===== config.mk =====
export PLATFORM = sky130hd
export DESIGN_NAME = pc_sequencer
export DESIGN_NICKNAME = d
export VERILOG_FILES = /design/src/rtl/pc_sequencer.sv
export SDC_FILE = /design/constraint.sdc
export NUM_CORES = 1
export LEC_CHECK = 0
export CORE_MARGIN = 2
export CORE_UTILIZATION = 48
export DETAILED_ROUTE_END_ITERATION = 10
export HOLD_SLACK_MARGIN = 0.08
export PLACE_DENSITY = 0.95
export SYNTH_ARGS = -nofsm -noshare
export SYNTH_HDL_FRONTEND = slang
export SYNTH_SLANG_ARGS = --single-unit

===== constraint.sdc =====
create_clock -name clk -period 4.8 [get_ports clk]
set_clock_uncertainty 0.15 [all_clocks]
set_input_delay 0.96 -clock clk [delete_from_list [all_inputs] [get_ports clk]]
set_output_delay 0.96 -clock clk [all_outputs]
set_load 0.05 [all_outputs]

===== src/rtl/pc_sequencer.sv =====
// Registered program counter with prioritised redirect (trap > jmp > br), fetch stall and
// a one-entry pending redirect buffer. Optional PC_ALIGN_CHECK_EN adds misalign reporting.
module pc_sequencer #(
  parameter int unsigned     PC_W     = 12,
  parameter logic [PC_W-1:0] RESET_PC = '0,
  parameter logic [PC_W-1:0] INC      = PC_W'(4)
) (
  input  logic            clk,
  input  logic            rst,
  input  logic            stall,
  input  logic            br_taken,
  input  logic [PC_W-1:0] br_target,
  input  logic            jmp_en,
  input  logic [PC_W-1:0] jmp_target,
  input  logic            trap_en,
  input  logic [PC_W-1:0] trap_target,
  output logic [PC_W-1:0] pc,
  output logic [PC_W-1:0] pc_plus,
  output logic            pc_valid,
  output logic            redirect,
  output logic            pend_valid
`ifdef PC_ALIGN_CHECK_EN
  ,
  output logic            misalign
`endif
);

  typedef enum logic [1:0] {
    PRI_NONE = 2'd0,
    PRI_BR   = 2'd1,
    PRI_JMP  = 2'd2,
    PRI_TRAP = 2'd3
  } pri_e;

  logic [PC_W-1:0] pc_q, pc_d;
  logic            pc_valid_q, pc_valid_d;
  logic            redirect_q, redirect_d;
  logic            pend_valid_q, pend_valid_d;
  pri_e            pend_pri_q, pend_pri_d;
  logic [PC_W-1:0] pend_tgt_q, pend_tgt_d;
`ifdef PC_ALIGN_CHECK_EN
  logic            misalign_q, misalign_d;
`endif

  pri_e            new_pri;
  logic [PC_W-1:0] new_tgt;
  logic            new_wins;
  logic            load;
  logic [PC_W-1:0] load_tgt;

  always_comb begin
    new_pri = PRI_NONE;
    new_tgt = '0;
    if (trap_en) begin
      new_pri = PRI_TRAP;
      new_tgt = trap_target;
    end else if (jmp_en) begin
      new_pri = PRI_JMP;
      new_tgt = jmp_target;
    end else if (br_taken) begin
      new_pri = PRI_BR;
      new_tgt = br_target;
    end
  end

  // A new request beats an equal-priority pending one, both when capturing and when loading.
  assign new_wins = (new_pri != PRI_NONE) && (!pend_valid_q || (new_pri >= pend_pri_q));

  always_comb begin
    pc_d         = pc_q;
    pc_valid_d   = pc_valid_q;
    redirect_d   = 1'b0;
    pend_valid_d = pend_valid_q;
    pend_pri_d   = pend_pri_q;
    pend_tgt_d   = pend_tgt_q;
    load         = 1'b0;
    load_tgt     = '0;
`ifdef PC_ALIGN_CHECK_EN
    misalign_d   = 1'b0;
`endif
    if (!pc_valid_q || stall) begin
      // The first edge out of reset only validates pc; requests then behave as if stalled.
      pc_valid_d = 1'b1;
      if (new_wins) begin
        pend_valid_d = 1'b1;
        pend_pri_d   = new_pri;
        pend_tgt_d   = new_tgt;
      end
    end else begin
      if (new_wins) begin
        load     = 1'b1;
        load_tgt = new_tgt;
      end else if (pend_valid_q) begin
        load     = 1'b1;
        load_tgt = pend_tgt_q;
      end
      if (load) begin
        redirect_d   = 1'b1;
        pend_valid_d = 1'b0;
`ifdef PC_ALIGN_CHECK_EN
        pc_d       = {load_tgt[PC_W-1:2], 2'b00};
        misalign_d = |load_tgt[1:0];
`else
        pc_d       = load_tgt;
`endif
      end else begin
        pc_d = pc_q + INC;
      end
    end
  end

  always_ff @(posedge clk) begin
    if (rst) begin
      pc_q         <= RESET_PC;
      pc_valid_q   <= 1'b0;
      redirect_q   <= 1'b0;
      pend_valid_q <= 1'b0;
      pend_pri_q   <= PRI_NONE;
      pend_tgt_q   <= '0;
`ifdef PC_ALIGN_CHECK_EN
      misalign_q   <= 1'b0;
`endif
    end else begin
      pc_q         <= pc_d;
      pc_valid_q   <= pc_valid_d;
      redirect_q   <= redirect_d;
      pend_valid_q <= pend_valid_d;
      pend_pri_q   <= pend_pri_d;
      pend_tgt_q   <= pend_tgt_d;
`ifdef PC_ALIGN_CHECK_EN
      misalign_q   <= misalign_d;
`endif
    end
  end

  assign pc         = pc_q;
  assign pc_plus    = pc_q + INC;
  assign pc_valid   = pc_valid_q;
  assign redirect   = redirect_q;
  assign pend_valid = pend_valid_q;
`ifdef PC_ALIGN_CHECK_EN
  assign misalign   = misalign_q;
`endif

endmodule


==> results of run 1 <==
critical path, cell delays in order:
cell	delay [ns]
clkdlybuf4s50_1	0.74
nor2b_4	0.40
nor2_1	0.10
ha_1	0.28
and2b_4	0.19
o21a_4	0.21
nor2_2	0.43
mux2i_1	0.26
a211oi_1	0.08
cells by family after synthesis:
kind of cell / count (synthesis)
compound gates: 74
xor+xnor: 8
fa+ha+maj: 3
buf+inv: 21
flops: 29
mux: 2
simple gates: 89
flip-flops by register name, indices dropped and copies added, names as in the netlist:
name	count
pend_pri_q	2
pend_valid	1
redirect	1
pc_valid	1
pc	12
pend_tgt_q	12
area by class of cell:
type                            instances  area (um2)  area share, %
Clock buffer                            7        86.3           3.37
Tap cell                               48        60.1           2.34
Sequential cell                        29         581           22.6
Clock inverter                          1        30.0           1.17
Multi-Input combinational cell        176        1100           42.9
Inverter                                5        18.8          0.732
Timing Repair Buffer                   69         688           26.8
layout by cell type, fill, tap and decap left out, types with 3 or more instances in the layout:
master,n
ha_1,3
inv_1,4
a221oi_1,5
a22oi_1,11
o21ai_1,3
clkdlybuf4s50_1,68
xor2_1,6
nand2_1,44
dfxtp_1,29
and3_1,4
a211oi_1,4
nand3_1,6
o21ai_0,20
clkbuf_8,6
a21oi_1,21
nor2_1,9
a222oi_1,3
report_power, final:
part	switching [mW]	internal, mW
registers	0.0161	0.258
logic	0.122	0.0882
clock network	0.0910	0.169
layer usage:
| metal | GRT usage, % | up-vias | routed length (um) |
|---|---|---|---|
| met5 | 0 | - | 0 |
| met4 | 9.69 | 0 | 94 |
| met3 | 6.98 | 9 | 456 |
| met2 | 38.6 | 131 | 2300 |
| met1 | 27.7 | 856 | 1950 |
| li1 | - | 932 | - |
per-stage QoR:
stage / area [um2] / hold WS, ns / utilization [%] / setup WS [ns] / total power [mW]
after floorplan: 1860 / 0.286 / - / 1.67 / 0.418
after global placement: 2450 / 0.292 / 66.4 / 0.975 / 0.482
after detailed placement: 2450 / 0.298 / 66.4 / 0.867 / 0.488
after CTS: 2560 / 0.305 / 69.5 / 1.15 / 0.745
after global routing: 2560 / 0.328 / 69.5 / 0.931 / 0.777
final: 2560 / 0.308 / 69.5 / 1.14 / 0.745
worst min-delay path by stage:
| stage | to | cells after the start | slack (ns) | startpoint |
|---|---|---|---|---|
| final | pend_pri_q[1] | 2 | 0.31 | pend_pri_q[1] |
| after global placement | pend_tgt_q[1] | 2 | 0.29 | pend_tgt_q[1] |
| after global routing | pend_tgt_q[4] | 2 | 0.33 | pend_tgt_q[4] |
| after floorplan | pend_tgt_q[0] | 2 | 0.29 | pend_tgt_q[0] |
| after CTS | pend_pri_q[1] | 2 | 0.31 | pend_pri_q[1] |
| after detailed placement | pend_pri_q[1] | 2 | 0.30 | pend_pri_q[1] |
==> impl_metrics.py, run 1 <==
metrics = {
    "run_status": {
        "status": "complete, no violations",
    },
    "clock_network": {
        "cts.path.max_buffers": 2,
        "post_cts_resized": 0,
        "cts_tree": "yes",
        "root_buffer": "clkbuf_8",
        "cts_buffers": 5,
        "clock_latency_ns": 0.28,
        "postCtsSetupRepairBufs": 0,
        "cts_sinks": 29,
        "holdBufCountCts": 0,
        "h-tree-depth": 2,
        "path_clk_slew_ns": 0.06,
    },
    "synthesis": {
        "syn-mean-instance-area_um2": 8.21,
        "yosys.area_share.adder_pct": 2.02,
        "synth_ff_type": "dfxtp_1",
        "synth.most_common_cell": "nand2_1",
        "syn-instance-count": 226,
        "synth_edf_count": 0,
        "synth.distinct_cells": 50,
        "synthXorXnorAreaFrac_pct": 3.78,
        "async_flop_share_pct": 0,
        "synth_nets": 271,
        "synth_top_family_by_area": "simple AND/OR/NAND/NOR gates",
        "synth_area_leaders": "dfxtp_1 (31%), nand2_1 (8.9%), a21oi_1 (5.7%)",
        "yosys-mux-area-fraction_pct": 1.08,
        "synth_top_cell_by_area": "dfxtp_1",
        "yosys_warnings": 0,
        "synth-compound-area-share_pct": 25.6,
        "synth-seq-cells": 29,
        "yosys.area_share.simple_pct": 26.8,
        "ys_top_cells_by_count": "nand2_1 (44), dfxtp_1 (29), a21oi_1 (21)",
        "yosysSeqAreaShare_pct": 31.3,
        "syn_area_mm2": 0.00186,
        "yosysTopAreaCellShare_pct": 31.3,
    },
    "worst_hold_path": {
        "hp-class": "register to register",
    },
    "timing": {
        "hold_viol": 0,
        "drv_slew": 0,
        "max_freq_ghz": 0.273,
        "tns_ns": 0,
        "slew_headroom_pct": 40.2,
        "setup_violations": 0,
        "period_needed_ns": 3.66,
        "worst_pin_slew_ns": 0.896,
        "rsz0062_at_grt": "false",
        "fin_crit_sh_pct": 76.3,
    },
    "place": {
        "dp_cells": 327,
        "portBuffers": 68,
        "hpwlAfterDp_mm": 3.61,
        "gp_congestion": 0.847,
    },
    "setup_path": {
        "start_kind": "primary input",
        "reg2reg_depth": 6,
        "reg2reg_slack_ns": 2.75,
        "worstPathRequired_ns": 4.78,
        "rr_startpoint": "pend_pri_q[0]",
        "critPathMaxFanout": 17,
        "worstSetupEndpoint": "pc[1]",
        "path_class": "primary input to register",
        "reg2reg_to": "pc[1]",
        "critPathLaunch": "jmp_en",
        "arrival_ns": 3.64,
        "end_kind": "register",
    },
    "grt": {
        "grt_max_degree": 29,
        "grt_pass1_wl_mm": 7.84,
        "antenna_found_initial": 0,
        "grt_usage_pct": 23.2,
        "grt_pass1_vias": 1735,
        "gr-total-overflow": 0,
    },
    "route": {
        "totalWireLength_mm": 4.81,
        "drt_iter0_markers": 152,
        "ant_nets": 0,
        "dr.pass1.iters": 8,
        "viasPerCell": 5.76,
        "drc": 0,
        "wl_per_cell_um": 14.3,
        "vias": 1928,
    },
    "power": {
        "p_leak_nw": 0.977,
        "p_per_area_mw_per_mm2": 290,
        "ir_drop_v": 0.000154,
    },
    "floorplanning": {
        "die_h_um": 66.2,
        "start_util_pct": 50.3,
        "io_pins": 69,
        "die_x_um": 66.2,
        "rows": 22,
        "die_area_mm2": 0.00438,
        "core-area_mm2": 0.00369,
    },
    "layout": {
        "fillers": 302,
        "drive_above_1_share_pct": 10.5,
        "nets": 331,
        "diodes": 0,
        "syn_to_final_growth_pct": 38.2,
        "fin_cells": 335,
    },
    "job": {
        "maxCapViolations": 0,
    },
}
Note: power is estimated with default switching activity, not from simulation.
==> run 2: changes to the inputs <==
--- a/config.mk
+++ b/config.mk
@@ -6,10 +6,10 @@
 export NUM_CORES = 1
 export LEC_CHECK = 0
 export CORE_MARGIN = 2
-export CORE_UTILIZATION = 48
+export CORE_UTILIZATION = 44
 export DETAILED_ROUTE_END_ITERATION = 10
 export HOLD_SLACK_MARGIN = 0.08
-export PLACE_DENSITY = 0.95
+export PLACE_DENSITY = 0.9
 export SYNTH_ARGS = -nofsm -noshare
 export SYNTH_HDL_FRONTEND = slang
 export SYNTH_SLANG_ARGS = --single-unit
==> constraint.sdc (replaced) <==
create_clock -name clk -period 3.75 [get_ports clk]
set_clock_uncertainty 0.15 [all_clocks]
set_input_delay 0.75 -clock clk [delete_from_list [all_inputs] [get_ports clk]]
set_output_delay 0.75 -clock clk [all_outputs]
set_load 0.05 [all_outputs]
==> run 2 against run 1 <==
Compared with the run above: die area increased by 8.5%; critical path type unchanged; worst setup slack got worse by 0.61 ns; first-iteration DRC count decreased by 18%; clock power increased by 9.6%; sequential power increased by 28%; count of clock-buffer cells in the layout unchanged; sequential share of layout area decreased by 0.088 points; design area increased by 0.39%; core utilization decreased by 5.6 points; power increased by 22%; via count decreased by 0.41%; hold slack got worse by 0.0029 ns.
==> impl_metrics.py, run 2 (synthesis gave the netlist of run 1 again) <==
metrics = {
    "route": {
        "ant_nets": 0,
        "vias": 1920,
        "totalWireLength_mm": 4.86,
        "wl_per_cell_um": 14.3,
        "viasPerCell": 5.65,
        "drc": 0,
        "drt_iter0_markers": 125,
        "dr.pass1.iters": 5,
    },
    "setup_path": {
        "cp_slowest_cell": "clkdlybuf4s50_1",
        "worstPathCellList": "clkdlybuf4s50_1, nor2b_4, nor2_1, ha_1, and2b_4, o21a_4, nor2_2, mux2i_1, a211oi_1",
        "reg2reg_depth": 6,
        "worstPathRequired_ns": 3.80,
        "critPathMaxFanout": 12,
        "arrival_ns": 3.27,
        "end_kind": "register",
        "path_class": "primary input to register",
        "start_kind": "primary input",
        "max_stage_delay_ns": 0.57,
    },
    "grt": {
        "grt_pass1_vias": 1718,
        "antenna_found_initial": 0,
        "grt_usage_pct": 22.7,
        "grt_pass1_wl_mm": 7.94,
        "gr-total-overflow": 0,
        "grt_max_degree": 27,
    },
    "layout": {
        "nets": 334,
        "diodes": 0,
        "fillers": 381,
        "drive_above_1_share_pct": 11.7,
        "syn_to_final_growth_pct": 38.8,
        "layout_commonest_cell": "clkdlybuf4s50_1",
        "final_cell_mix": "clkdlybuf4s50_1 (68), nand2_1 (44), dfxtp_1 (29), a21oi_1 (21), o21ai_0 (20)",
        "fin_cells": 340,
    },
    "clock_network": {
        "postCtsSetupRepairBufs": 0,
        "path_clk_slew_ns": 0.06,
        "h-tree-depth": 2,
        "cts.path.max_buffers": 2,
        "post_cts_resized": 0,
        "cts_tree": "yes",
        "root_buffer": "clkbuf_8",
        "cts_sinks": 29,
        "holdBufCountCts": 0,
        "clock_latency_ns": 0.28,
        "cts_buffers": 5,
    },
    "timing": {
        "fin_crit_sh_pct": 86.0,
        "tns_ns": 0,
        "setup_violations": 0,
        "hold_viol": 0,
        "worst_pin_slew_ns": 0.614,
        "drv_slew": 0,
        "rsz0062_at_grt": "false",
        "slew_headroom_pct": 59.0,
        "period_needed_ns": 3.22,
        "max_freq_ghz": 0.310,
    },
    "worst_hold_path": {
        "min_path_cells": 2,
        "hp-class": "register to register",
    },
    "floorplanning": {
        "start_util_pct": 46.1,
        "die_area_mm2": 0.00475,
        "core-area_mm2": 0.00403,
        "die_h_um": 68.9,
        "rows": 23,
        "io_pins": 69,
        "die_x_um": 68.9,
    },
    "place": {
        "dp_cells": 332,
        "hpwlAfterDp_mm": 3.70,
        "portBuffers": 68,
        "gp_congestion": 0.841,
    },
    "run_status": {
        "status": "complete, no violations",
    },
    "power": {
        "p_leak_nw": 0.987,
        "p_per_area_mw_per_mm2": 352,
        "ir_drop_v": 0.000164,
    },
    "job": {
        "maxCapViolations": 0,
    },
}
[run 2: cell types whose count changed in the layout (fill, tap and decap cells not counted)]
cell | previous run | this run
bufinv_16 | 1 | 0
clkinv_2 | 0 | 1
clkbuf_1 | 1 | 0
buf_4 | 1 | 4
clkbuf_8 | 6 | 7
[run 2: through the flow]
step / utilization, % / instance area, um2 / power (mW) / setup WS [ns] / hold WS, ns
after floorplan: - / 1860 / 0.535 / 0.827 / 0.286
after global placement: 61.4 / 2470 / 0.620 / 0.371 / 0.291
after detailed placement: 61.4 / 2470 / 0.627 / 0.243 / 0.299
after CTS: 63.9 / 2570 / 0.911 / 0.500 / 0.306
after global routing: 63.9 / 2570 / 0.951 / 0.300 / 0.329
final: 63.9 / 2570 / 0.907 / 0.525 / 0.306
[run 2: metal layers]
metal	GRT usage [%]	share of wire, %	vias up
li1	-	-	936
met1	29.7	43	873
met2	35.6	47	102
met3	5.52	7.9	9
met4	9.80	2.1	0
met5	0	0	-
[run 2: final cells by class]
| cell class | count | area (um2) | area share (%) |
|---|---|---|---|
| Multi-Input combinational cell | 176 | 1100 | 42.8 |
| Clock inverter | 1 | 5.00 | 0.194 |
| Tap cell | 50 | 62.6 | 2.43 |
| Timing Repair Buffer | 72 | 711 | 27.6 |
| Clock buffer | 7 | 96.3 | 3.74 |
| Sequential cell | 29 | 581 | 22.5 |
| Inverter | 5 | 18.8 | 0.729 |
[run 2: path summary, 6_finish.rpt]
kind	slack, ns	startpoint	end
hold reg to reg	0.31	pend_tgt_q[9]	pend_tgt_q[9]
setup / recovery	0.53	br_taken	pc[1]
hold / removal	0.31	pend_tgt_q[9]	pend_tgt_q[9]
setup reg to reg	1.69	pend_pri_q[0]	pc[1]
[run 2: report_power, final]
group / internal [mW] / total [mW] / switching (mW)
clock: 0.165 / 0.285 / 0.120
sequential: 0.330 / 0.351 / 0.0204
combinational: 0.115 / 0.271 / 0.156
total: 0.611 / 0.907 / 0.296
[run 2: critical path: cells and delay by family]
family	cells	cell delay, ns
compound gates	2	0.45
fa+ha+maj	1	0.30
buf+inv	1	0.57
mux	1	0.16
simple gates	4	1.04
==> run 3: changes to the inputs <==
--- a/config.mk
+++ b/config.mk
@@ -5,10 +5,11 @@
 export SDC_FILE = /design/constraint.sdc
 export NUM_CORES = 1
 export LEC_CHECK = 0
+export CAP_MARGIN = 20
 export CORE_MARGIN = 2
 export CORE_UTILIZATION = 44
 export DETAILED_ROUTE_END_ITERATION = 10
-export HOLD_SLACK_MARGIN = 0.08
+export HOLD_SLACK_MARGIN = 0.1
 export PLACE_DENSITY = 0.9
 export SYNTH_ARGS = -nofsm -noshare
 export SYNTH_HDL_FRONTEND = slang
==> results of run 3 <==
No change in the layout: final DEF, timing and power equal those of run 2.
